--- src/rtl/nlc_pkg.sv ---
`default_nettype none
// +----------------------------------------------------------------------+
// | nlc_pkg : shared widths, constants and pipeline record for NLC       |
// | Rev 1.0                                                              |
// +----------------------------------------------------------------------+
package nlc_pkg;

  localparam int          SMC_W       = 21;
  localparam int          MAG_W       = 20;
  localparam int          FP_W        = 32;
  localparam int          FP_BIAS     = 127;
  localparam logic [19:0] SMC_MAX_MAG = 20'hFFFFF;
  localparam int          FP_EXP_TOP  = 146;

  // Widest payload is the FP32 decode in S1: {class, exp, mant24}
  localparam int PAY_W = 34;

  localparam logic [1:0] CLS_NORM = 2'd0;
  localparam logic [1:0] CLS_ZERO = 2'd1;
  localparam logic [1:0] CLS_SPEC = 2'd2;

  typedef struct packed {
    logic             valid;
    logic             dir;
    logic             sign;
    logic [PAY_W-1:0] payload;
  } stage_t;

endpackage
`default_nettype wire

--- src/rtl/nlc_lzc20.sv ---
`default_nettype none
// +----------------------------------------------------------------------+
// | nlc_lzc20 : combinational 20-bit leading-zero counter                |
// | Rev 1.0                                                              |
// +----------------------------------------------------------------------+
module nlc_lzc20
  import nlc_pkg::*;
(
  input  logic [MAG_W-1:0] i_mag,
  output logic [4:0]       o_lz
);

  // Higher set bits overwrite lower ones, so the MSB wins; zero input gives 0.
  always_comb begin
    o_lz = 5'd0;
    for (int i = 0; i < MAG_W; i++) begin
      if (i_mag[i]) o_lz = 5'(MAG_W - 1 - i);
    end
  end

endmodule
`default_nettype wire

--- src/rtl/nlc_fmt_converter.sv ---
`default_nettype none
// +----------------------------------------------------------------------+
// | nlc_fmt_converter : pipelined SMC21 <-> FP32 converter               |
// | Rev 1.0                                                              |
// +----------------------------------------------------------------------+
module nlc_fmt_converter
  import nlc_pkg::*;
(
  input  logic              clk,
  input  logic              rst,
  input  logic              srdyi,
  input  logic              dir_i,
  input  logic [SMC_W-1:0]  smc_i,
  input  logic [FP_W-1:0]   fp_i,
  output logic              srdyo,
  output logic              dir_o,
  output logic [FP_W-1:0]   fp_o,
  output logic [SMC_W-1:0]  smc_o
);

  stage_t r_s1, r_s2, r_s3;

  logic [1:0]       w_cls;
  logic [MAG_W-1:0] w_s1_mag;
  logic [7:0]       w_s1_exp;
  logic [23:0]      w_s1_mant;
  logic [1:0]       w_s1_cls;
  logic [4:0]       w_lz;
  logic signed [9:0] w_e;
  logic [4:0]       w_shamt;
  logic [MAG_W-1:0] w_fp_mag;
  logic [MAG_W-1:0] w_s2_mag;
  logic [4:0]       w_s2_lz;
  logic [MAG_W-1:0] w_norm;
  logic [7:0]       w_exp;
  logic             w_s3_sign;
  logic             w_unused;

  // ---------------- S1: capture and classify ----------------
  always_comb begin
    w_cls = CLS_NORM;
    if (fp_i[30:23] == 8'd0)        w_cls = CLS_ZERO;
    else if (fp_i[30:23] == 8'hFF)  w_cls = CLS_SPEC;
  end

  always_ff @(posedge clk) begin
    if (rst) begin
      r_s1.valid <= 1'b0;
    end else begin
      r_s1.valid <= srdyi;
      if (srdyi) begin
        r_s1.dir <= dir_i;
        if (dir_i) begin
          r_s1.sign    <= fp_i[31];
          r_s1.payload <= {w_cls, fp_i[30:23], 1'b1, fp_i[22:0]};
        end else begin
          r_s1.sign    <= smc_i[SMC_W-1];
          r_s1.payload <= {{(PAY_W-MAG_W){1'b0}}, smc_i[MAG_W-1:0]};
        end
      end
    end
  end

  // ---------------- S2: leading zeros / FP alignment ----------------
  assign w_s1_mag  = r_s1.payload[MAG_W-1:0];
  assign w_s1_mant = r_s1.payload[23:0];
  assign w_s1_exp  = r_s1.payload[31:24];
  assign w_s1_cls  = r_s1.payload[33:32];
  assign w_e       = $signed({2'b00, w_s1_exp}) - 10'sd127;

  nlc_lzc20 u_lzc (
    .i_mag (w_s1_mag),
    .o_lz  (w_lz)
  );

  always_comb begin
    w_fp_mag = '0;
    w_shamt  = 5'd0;
    if (w_s1_cls == CLS_SPEC) begin
      w_fp_mag = SMC_MAX_MAG;
    end else if (w_s1_cls == CLS_NORM) begin
      if (w_e > 10'sd19) begin
        w_fp_mag = SMC_MAX_MAG;
      end else if (w_e >= 10'sd0) begin
        w_shamt  = 5'd23 - w_e[4:0];
        w_fp_mag = MAG_W'(w_s1_mant >> w_shamt);
      end
    end
  end

  always_ff @(posedge clk) begin
    if (rst) begin
      r_s2.valid <= 1'b0;
    end else begin
      r_s2.valid <= r_s1.valid;
      if (r_s1.valid) begin
        r_s2.dir  <= r_s1.dir;
        r_s2.sign <= r_s1.sign;
        if (r_s1.dir) r_s2.payload <= {{(PAY_W-MAG_W){1'b0}}, w_fp_mag};
        else          r_s2.payload <= {{(PAY_W-MAG_W-5){1'b0}}, w_lz, w_s1_mag};
      end
    end
  end

  // ---------------- S3: normalize / pack ----------------
  assign w_s2_mag  = r_s2.payload[MAG_W-1:0];
  assign w_s2_lz   = r_s2.payload[MAG_W+4:MAG_W];
  assign w_norm    = w_s2_mag << w_s2_lz;
  assign w_exp     = 8'(FP_EXP_TOP) - {3'b000, w_s2_lz};
  // A zero magnitude never carries a sign in either format.
  assign w_s3_sign = r_s2.sign & (w_s2_mag != '0);

  always_ff @(posedge clk) begin
    if (rst) begin
      r_s3.valid <= 1'b0;
    end else begin
      r_s3.valid <= r_s2.valid;
      if (r_s2.valid) begin
        r_s3.dir  <= r_s2.dir;
        r_s3.sign <= w_s3_sign;
        if (r_s2.dir)
          r_s3.payload <= {{(PAY_W-MAG_W){1'b0}}, w_s2_mag};
        else if (w_s2_mag == '0)
          r_s3.payload <= '0;
        else
          r_s3.payload <= {3'b000, w_exp, w_norm[18:0], 4'b0000};
      end
    end
  end

  // ---------------- Output register: only the active bus updates ----------------
  always_ff @(posedge clk) begin
    if (rst) begin
      srdyo <= 1'b0;
      dir_o <= 1'b0;
      fp_o  <= '0;
      smc_o <= '0;
    end else begin
      srdyo <= r_s3.valid;
      if (r_s3.valid) begin
        dir_o <= r_s3.dir;
        if (r_s3.dir) smc_o <= {r_s3.sign, r_s3.payload[MAG_W-1:0]};
        else          fp_o  <= {r_s3.sign, r_s3.payload[30:0]};
      end
    end
  end

  assign w_unused = ^{r_s2.payload[PAY_W-1:MAG_W+5], r_s3.payload[PAY_W-1:31]};

endmodule
`default_nettype wire

--- config.mk ---
export PLATFORM = sky130hd
export DESIGN_NAME = nlc_fmt_converter
export DESIGN_NICKNAME = d
export VERILOG_FILES = /design/src/rtl/nlc_pkg.sv /design/src/rtl/nlc_lzc20.sv /design/src/rtl/nlc_fmt_converter.sv
export SDC_FILE = /design/constraint.sdc
export NUM_CORES = 1
export LEC_CHECK = 0
export CORE_MARGIN = 3
export CORE_UTILIZATION = 50
export DETAILED_ROUTE_END_ITERATION = 8
export DONT_BUFFER_PORTS = 1
export PLACE_DENSITY_LB_ADDON = 0.08
export SLEW_MARGIN = 15
export SYNTH_ARGS = -nofsm -noshare
export SYNTH_HDL_FRONTEND = slang
export SYNTH_SLANG_ARGS = --single-unit
export TNS_END_PERCENT = 20
--- constraint.sdc ---
create_clock -name clk -period 4.77 [get_ports clk]
set_input_delay 0.477 -clock clk [delete_from_list [all_inputs] [get_ports clk]]
set_output_delay 0.477 -clock clk [all_outputs]
set_load 0.02 [all_outputs]
* Yosys cells after proc, flatten, opt, wreduce, memory -nomap -nowiden *
Cells that the tools add are included.

cells by class
  add/subtract/negate cells = 3
  magnitude comparators = 2
  eq/ne operators = 2
  shift-type cells = 2
  mux-type cells = 29
  bitwise operators = 4
  reduce and logical (&&, ||, !) cells = 16

operators by type and width
  kind                                                                             count
  20-bit 2-to-1 mux                                                                7
  5-bit 2-to-1 mux                                                                 19
  35-bit 2-to-1 mux                                                                1
  24-bit by 5-bit right shift with 20-bit output                                   1
  20-bit logical NOT                                                               1
  20-bit nonzero test                                                              1
  20-bit by 5-bit left shift with 19-bit output                                    1
  17-bit OR reduction                                                              1
  2-bit AND reduction                                                              5
  9-bit by 1-bit >= comparator with 1-bit output, second input constant            1
  9-bit by 6-bit greater-than comparator with 1-bit output, second input constant  1
  9-bit OR reduction                                                               1
  8-bit by 7-bit subtractor with 9-bit output, second input constant               1
  8-bit == test, second input constant                                             1
  8-bit logical NOT                                                                1
  8-bit by 5-bit subtractor with 8-bit output, first input constant                1
  2-bit OR reduction                                                               3
  5-bit OR reduction                                                               1
  5-bit subtractor, first input constant                                           1
  2-bit 2-to-1 mux                                                                 2
  1-bit NOT                                                                        3
  3-bit OR reduction                                                               1
  2-bit == test, second input constant                                             1
  2-bit logical NOT                                                                1
  1-bit bitwise AND                                                                1

word-level totals
  register bits = 154
  bits of input ports = 57
  output and inout port bits = 55
  logic and storage cells = 82

* Longest topological paths before layout *
  word-level depth = 19
  mapped depth = 12
  gate-level depth less buffers = 10

* By module *
A second synthesis with hierarchy kept.

second synthesis, totals
  cell total of the unflattened synthesis = 827
  area, all modules = 8339.2 um^2

modules (own cells, without submodules)
  module             times used  cells an instance  area an instance (um^2)  seq. area each (um^2)
  nlc_fmt_converter  1           787                8119.0                   4013.8
  nlc_lzc20          1           40                 220.2                    0.0

* Worst setup path before layout *
No wires, ideal clock.

  kind = input port to flip-flop
  start point = input port rst
  end point = register r_s1[0] in the netlist's numbering (enable)
  library setup time = 0.431 ns
  arrival time = 2.411 ns
  data required time = 4.339 ns
  path slack = 1.928 ns
  cell stages on the path = 3
  buffers on the path = 2
  path through = clkbuf_1 -> clkbuf_1 -> nor2b_1

on the way
  word-level cells in the longest chain between the ends = 2

RTL lines
  item                                  RTL line                 RTL
  start: declaration                    nlc_fmt_converter.sv:10  input logic rst,
  1-bit NOT (no source line)            n/a
  2-bit AND reduction (no source line)  n/a
  end: declaration                      nlc_fmt_converter.sv:21  stage_t r_s1, r_s2, r_s3;

No other way between the ends.
A chain may end at the register's enable or synchronous reset.

* Final worst setup path *
  start point = register r_s1[24] in the netlist's numbering
  end point = register r_s2[0] in the netlist's numbering (data pin)

on the way
  word-level cells in the longest chain between the ends = 8
  elaborated cells on any way between the ends = 10
  classes of those cells = add/sub: 2; order compare: 2; shift: 1; mux: 5

RTL lines
  item                                             RTL line                 RTL
  8-bit by 7-bit subtractor with 9-bit output (*)  nlc_fmt_converter.sv:69  assign w_e = $signed({2'b00, w_s1_exp}) - 10'sd127;
  5-bit subtractor                                 nlc_fmt_converter.sv:85  w_shamt = 5'd23 - w_e[4:0];
  24-bit by 5-bit right shift with 20-bit output   nlc_fmt_converter.sv:86  w_fp_mag = MAG_W'(w_s1_mant >> w_shamt);
  20-bit 2-to-1 mux                                nlc_fmt_converter.sv:84  end else if (w_e >= 10'sd0) begin
  20-bit 2-to-1 mux (*)                            nlc_fmt_converter.sv:82  if (w_e > 10'sd19) begin
  20-bit 2-to-1 mux (*)                            nlc_fmt_converter.sv:81  end else if (w_s1_cls == CLS_NORM) begin
  20-bit 2-to-1 mux (*)                            nlc_fmt_converter.sv:79  if (w_s1_cls == CLS_SPEC) begin
  20-bit 2-to-1 mux (*)                            nlc_fmt_converter.sv:99  if (r_s1.dir) r_s2.payload <= {{(PAY_W-MAG_W){1'b0}}, w_fp_mag};
  end: declaration                                 nlc_fmt_converter.sv:21

Every way passes the cells marked *; elsewhere a longest branch is shown, timed or not.

==> metrics.md <==
| Metric | Value |
|---|---|
| Die area | around 18000 um2 |
| Post-route minimum period | roughly 3 ns |
| CP Class | register to register |
| Crit path DAT | 3.22 ns |
| Syn Std Cell Area | about 8100 um2 |
| Total GRT Usage | 22.9% |
| Leakage | slightly above 3 nW |
| Clk root buf | clkbuf_16 |
| Hold Violations, Final | 0 |
| Required @ worst endpoint | approximately 4.9 ns |
| ANT cells | 0 |
| Peak VDD IR | between 0.0002 and 0.0003 V |
| Unrepaired setup endpoints after global routing | no |
| Asr flop ratio synth | 0% |
| Worst-path maximum fanout | 29 |
| Post-Syn Nets | between 800 and 900 |
| CP Launch Type | register |
| Design Area, Final | 8740 um2 |
| Number of synthesized flops with an enable pin | between 90 and 100 |
| Routed wl met3 | about 1.1 mm |
| H-tree lvl count | 4 |
| Period utilization | 64.3% |
| Peak Freq | around 330 MHz |
| Crit-path slowest cell | edfxtp_1 |
| Slew headroom | 29.6% |
| Clk slew on worst S/H paths | approximately 0.070 ns |
| Clock tree buffer depth | 2 |
| Setup tns final | 0 ns |
| CTS tree | done |
| Most used cell, CP | mux2i_1 |
| Final wirelength | 19.8 mm |
| DR vias/cell | about 6 |
| Final antenna-violating net count | 0 |
| Pins Over Slew Limit | 0 |
| Register area share after synthesis | 49.7% |
| CTS resizes | 0 |
| Syn Inst Count | 818 |
| DRT iter0 DRCs | 536 |
| Initial core utilization | between 50% and 60% |
| Area of the multi-input gates | around 3800 um2 |
| Hold buffer count at cts | 0 |
| Initial antenna violation count | 0 |
| Syn avg cell area | roughly 9.9 um2 |
| Worst Hold Class | primary input to register |
| Number of setup violations in the final report | 0 |
| Routed WL per cell | about 20 um |
| Register area | ~4000 um2 |
| Worst clock skew | about 0.01 ns |
| CP Cell Sequence | inv_2, ha_1, buf_4, mux2i_1, mux2i_1, nand2_1, o21ai_1, a221oi_1, o311ai_1 |
| Die Wd | 133 um |
| Critical path capture point type | register |
| WHS Endpoint | r_s3[36] |
| Gpl congestion | about 1.0 |
| DRC viols | 0 |
| Most used flip-flop cell after synthesis | edfxtp_1 |
| Pwr dens | 361 nW/um2 |
| DR top layer | met4 |
| Num rows | between 40 and 50 |
| Die Y | between 100 and 150 um |
| Slew @ Worst Pin | about 1.1 ns |
| WL met2 | a little under 10 mm |
| Area after DPL | roughly 8200 um2 |
| Vias in the first global route | slightly below 6000 |
| Yosys cell types | 64 |
| I/O Buffers | 0 |
| Num Clock Sinks | 153 |
| Total CTS buffers | 17 |
| Synth-to-layout area growth | 8.23% |
| Largest net degree at the start of global routing | 62 |
| Setup bufs post-CTS | 0 |
| Nets | about 850 |
| Post-detailed-placement half-perimeter wirelength | between 10 and 15 mm |
| Reg-to-Reg Start | r_s1[24] |
| FF-to-FF path depth | 9 |
| Worst Min Path Start | rst |
| Yosys reg bits | approximately 150 |
| FF-to-FF End | r_s2[0] |
| WHS Path Cells | 1 |
| Yosys warns | 0 |
| Status | completed |
| DRT Pass-1 Iters | 5 |
| Core Region | 15500 um2 |
| Fill cell count | ~1400 |
| DR vias | 6072 |
| WL met1 | ~8.3 mm |
| Worst R2R Setup Slack | approximately 1.7 ns |
| First-pass GRT wire length | 32.2 mm |
| Grt ovf | 0 |
| Clock latency at the later pin of the worst-skew pair | ~0.43 ns |
| Layout cell share with drive strength beyond 1 | about an eighth |
| MaxCap Viol Count | 0 |
| Top Ports | between 100 and 150 |
| Worst path max stage delay | 0.47 ns |
| Final core occ | a little under three fifths |
[synth_stat cells (all sizes together) (2+ instances only)]
cell | instances | area share [%]
mux2i | 43 | 5.3
a22o | 12 | 1.3
nor3b | 2 | 0.19
clkbuf | 32 | 1.5
ha | 5 | 0.77
nand3 | 14 | 1.1
nor4 | 12 | 0.93
mux2 | 28 | 3.9
a211oi | 5 | 0.46
o21a | 4 | 0.37
o311ai | 2 | 0.22
nor2b | 16 | 1.2
nand2 | 183 | 8.5
nor2 | 32 | 1.6
a311oi | 2 | 0.22
o211ai | 9 | 0.84
nor3 | 17 | 1.1
and3 | 2 | 0.22
a22oi | 10 | 0.93
mux4 | 12 | 3.3
or4 | 2 | 0.19
a21oi | 81 | 5.0
nand4 | 3 | 0.23
o21bai | 3 | 0.28
o21ai | 31 | 1.9
nand2b | 6 | 0.56
inv | 14 | 0.65
a21boi | 2 | 0.19
o31ai | 5 | 0.46
a221oi | 4 | 0.51
o32ai | 2 | 0.22
and2 | 17 | 1.3
o22ai | 3 | 0.23
xnor2 | 4 | 0.53
edfxtp | 95 | 35
a31oi | 8 | 0.62
buf | 24 | 1.8
dfxtp | 58 | 14
a2111oi | 2 | 0.22
[cell type report]
class                           count  share of cell area, %
Tap cell                          211                   3.02
Sequential cell                   153                   45.9
Clock buffer                       20                   5.47
Inverter                           14                  0.601
Clock inverter                     12                   1.17
Multi-Input combinational cell    595                   43.1
Timing Repair Buffer                8                  0.687
[layout by cell type, fill, tap and decap left out, drive strengths merged, types with 5 or more instances in the layout]
cell type  netlist  routed
a22o            12      12
mux4            12      12
nand2          183     183
nor2            32      32
edfxtp          95      95
o211ai           9       9
dfxtp           58      58
inv             14      22
and2            17      17
clkbuf          32      20
nor2b           16      16
mux2            28      28
o31ai            5       5
nor3            17      17
o21ai           31      31
mux2i           43      43
nand3           14      14
a211oi           5       5
nand2b           6       6
buf             24       8
ha               5       5
nor4            12      12
a22oi           10      10
a21oi           81      81
a31oi            8       8
[metrics by stage]
step	std cells	hold WS (ns)	setup WS [ns]	power (mW)
3_5_place_dp	981	0.417	1.74	1.88
2_1_floorplan	818	0.400	1.93	1.79
4_1_cts	1013	0.0922	1.72	3.18
5_1_grt	1013	0.0884	1.41	3.29
3_3_place_gp	981	0.404	1.76	1.88
6_report	1013	0.113	1.70	3.16
[per-layer routing]
layer  up-vias  global-route usage (%)
li1       2929                       -
met1      2865                    28.1
met2       227                    38.7
met3        51                    5.02
met4         0                    10.6
met5         -                       0
[report_power, final]
group / switching [mW] / internal [mW] / total (mW) / leakage, nW
clock network: 0.566 / 0.740 / 1.31 / 0.288
registers: 0.0564 / 1.44 / 1.50 / 1.37
logic: 0.213 / 0.139 / 0.352 / 1.36
[state kept, by name (all words and copies together), names as in the netlist]
| signal | cells |
|---|---|
| r_s1 | 36 |
| fp_o | 32 |
| dir_o | 1 |
| smc_o | 21 |
| r_s3 | 34 |
| r_s2 | 28 |
| srdyo | 1 |
[worst max-delay path, delay by kind of cell, from the launching register on]
kind / cells / cell delay [ns]
buffers and inverters: 2 / 0.78
DFF: 1 / 0.47
AOI/OAI and AO/OA: 3 / 0.59
adders and majority gates: 1 / 0.26
and+or+nand+nor: 1 / 0.12
muxes: 2 / 0.58
[worst max path at each step]
stage / from / to / cells past startpoint
floorplan: rst / r_s1[0] / 3
global placement: r_s1[24] / r_s2[0] / 9
detailed placement: r_s1[24] / r_s2[0] / 9
CTS: r_s1[24] / r_s2[0] / 9
global route: r_s1[24] / r_s2[11] / 8
finish: r_s1[24] / r_s2[0] / 9
[cells by family after synthesis]
| kind of cell | count (synthesis) | share of synthesized area, % |
|---|---|---|
| compound gates | 191 | 14.8 |
| xor+xnor | 5 | 0.635 |
| fa+ha+maj | 5 | 0.775 |
| buf+inv | 70 | 3.90 |
| flops | 153 | 49.7 |
| mux | 83 | 12.6 |
| simple gates | 311 | 17.6 |
(Power assumes the default switching activity.)
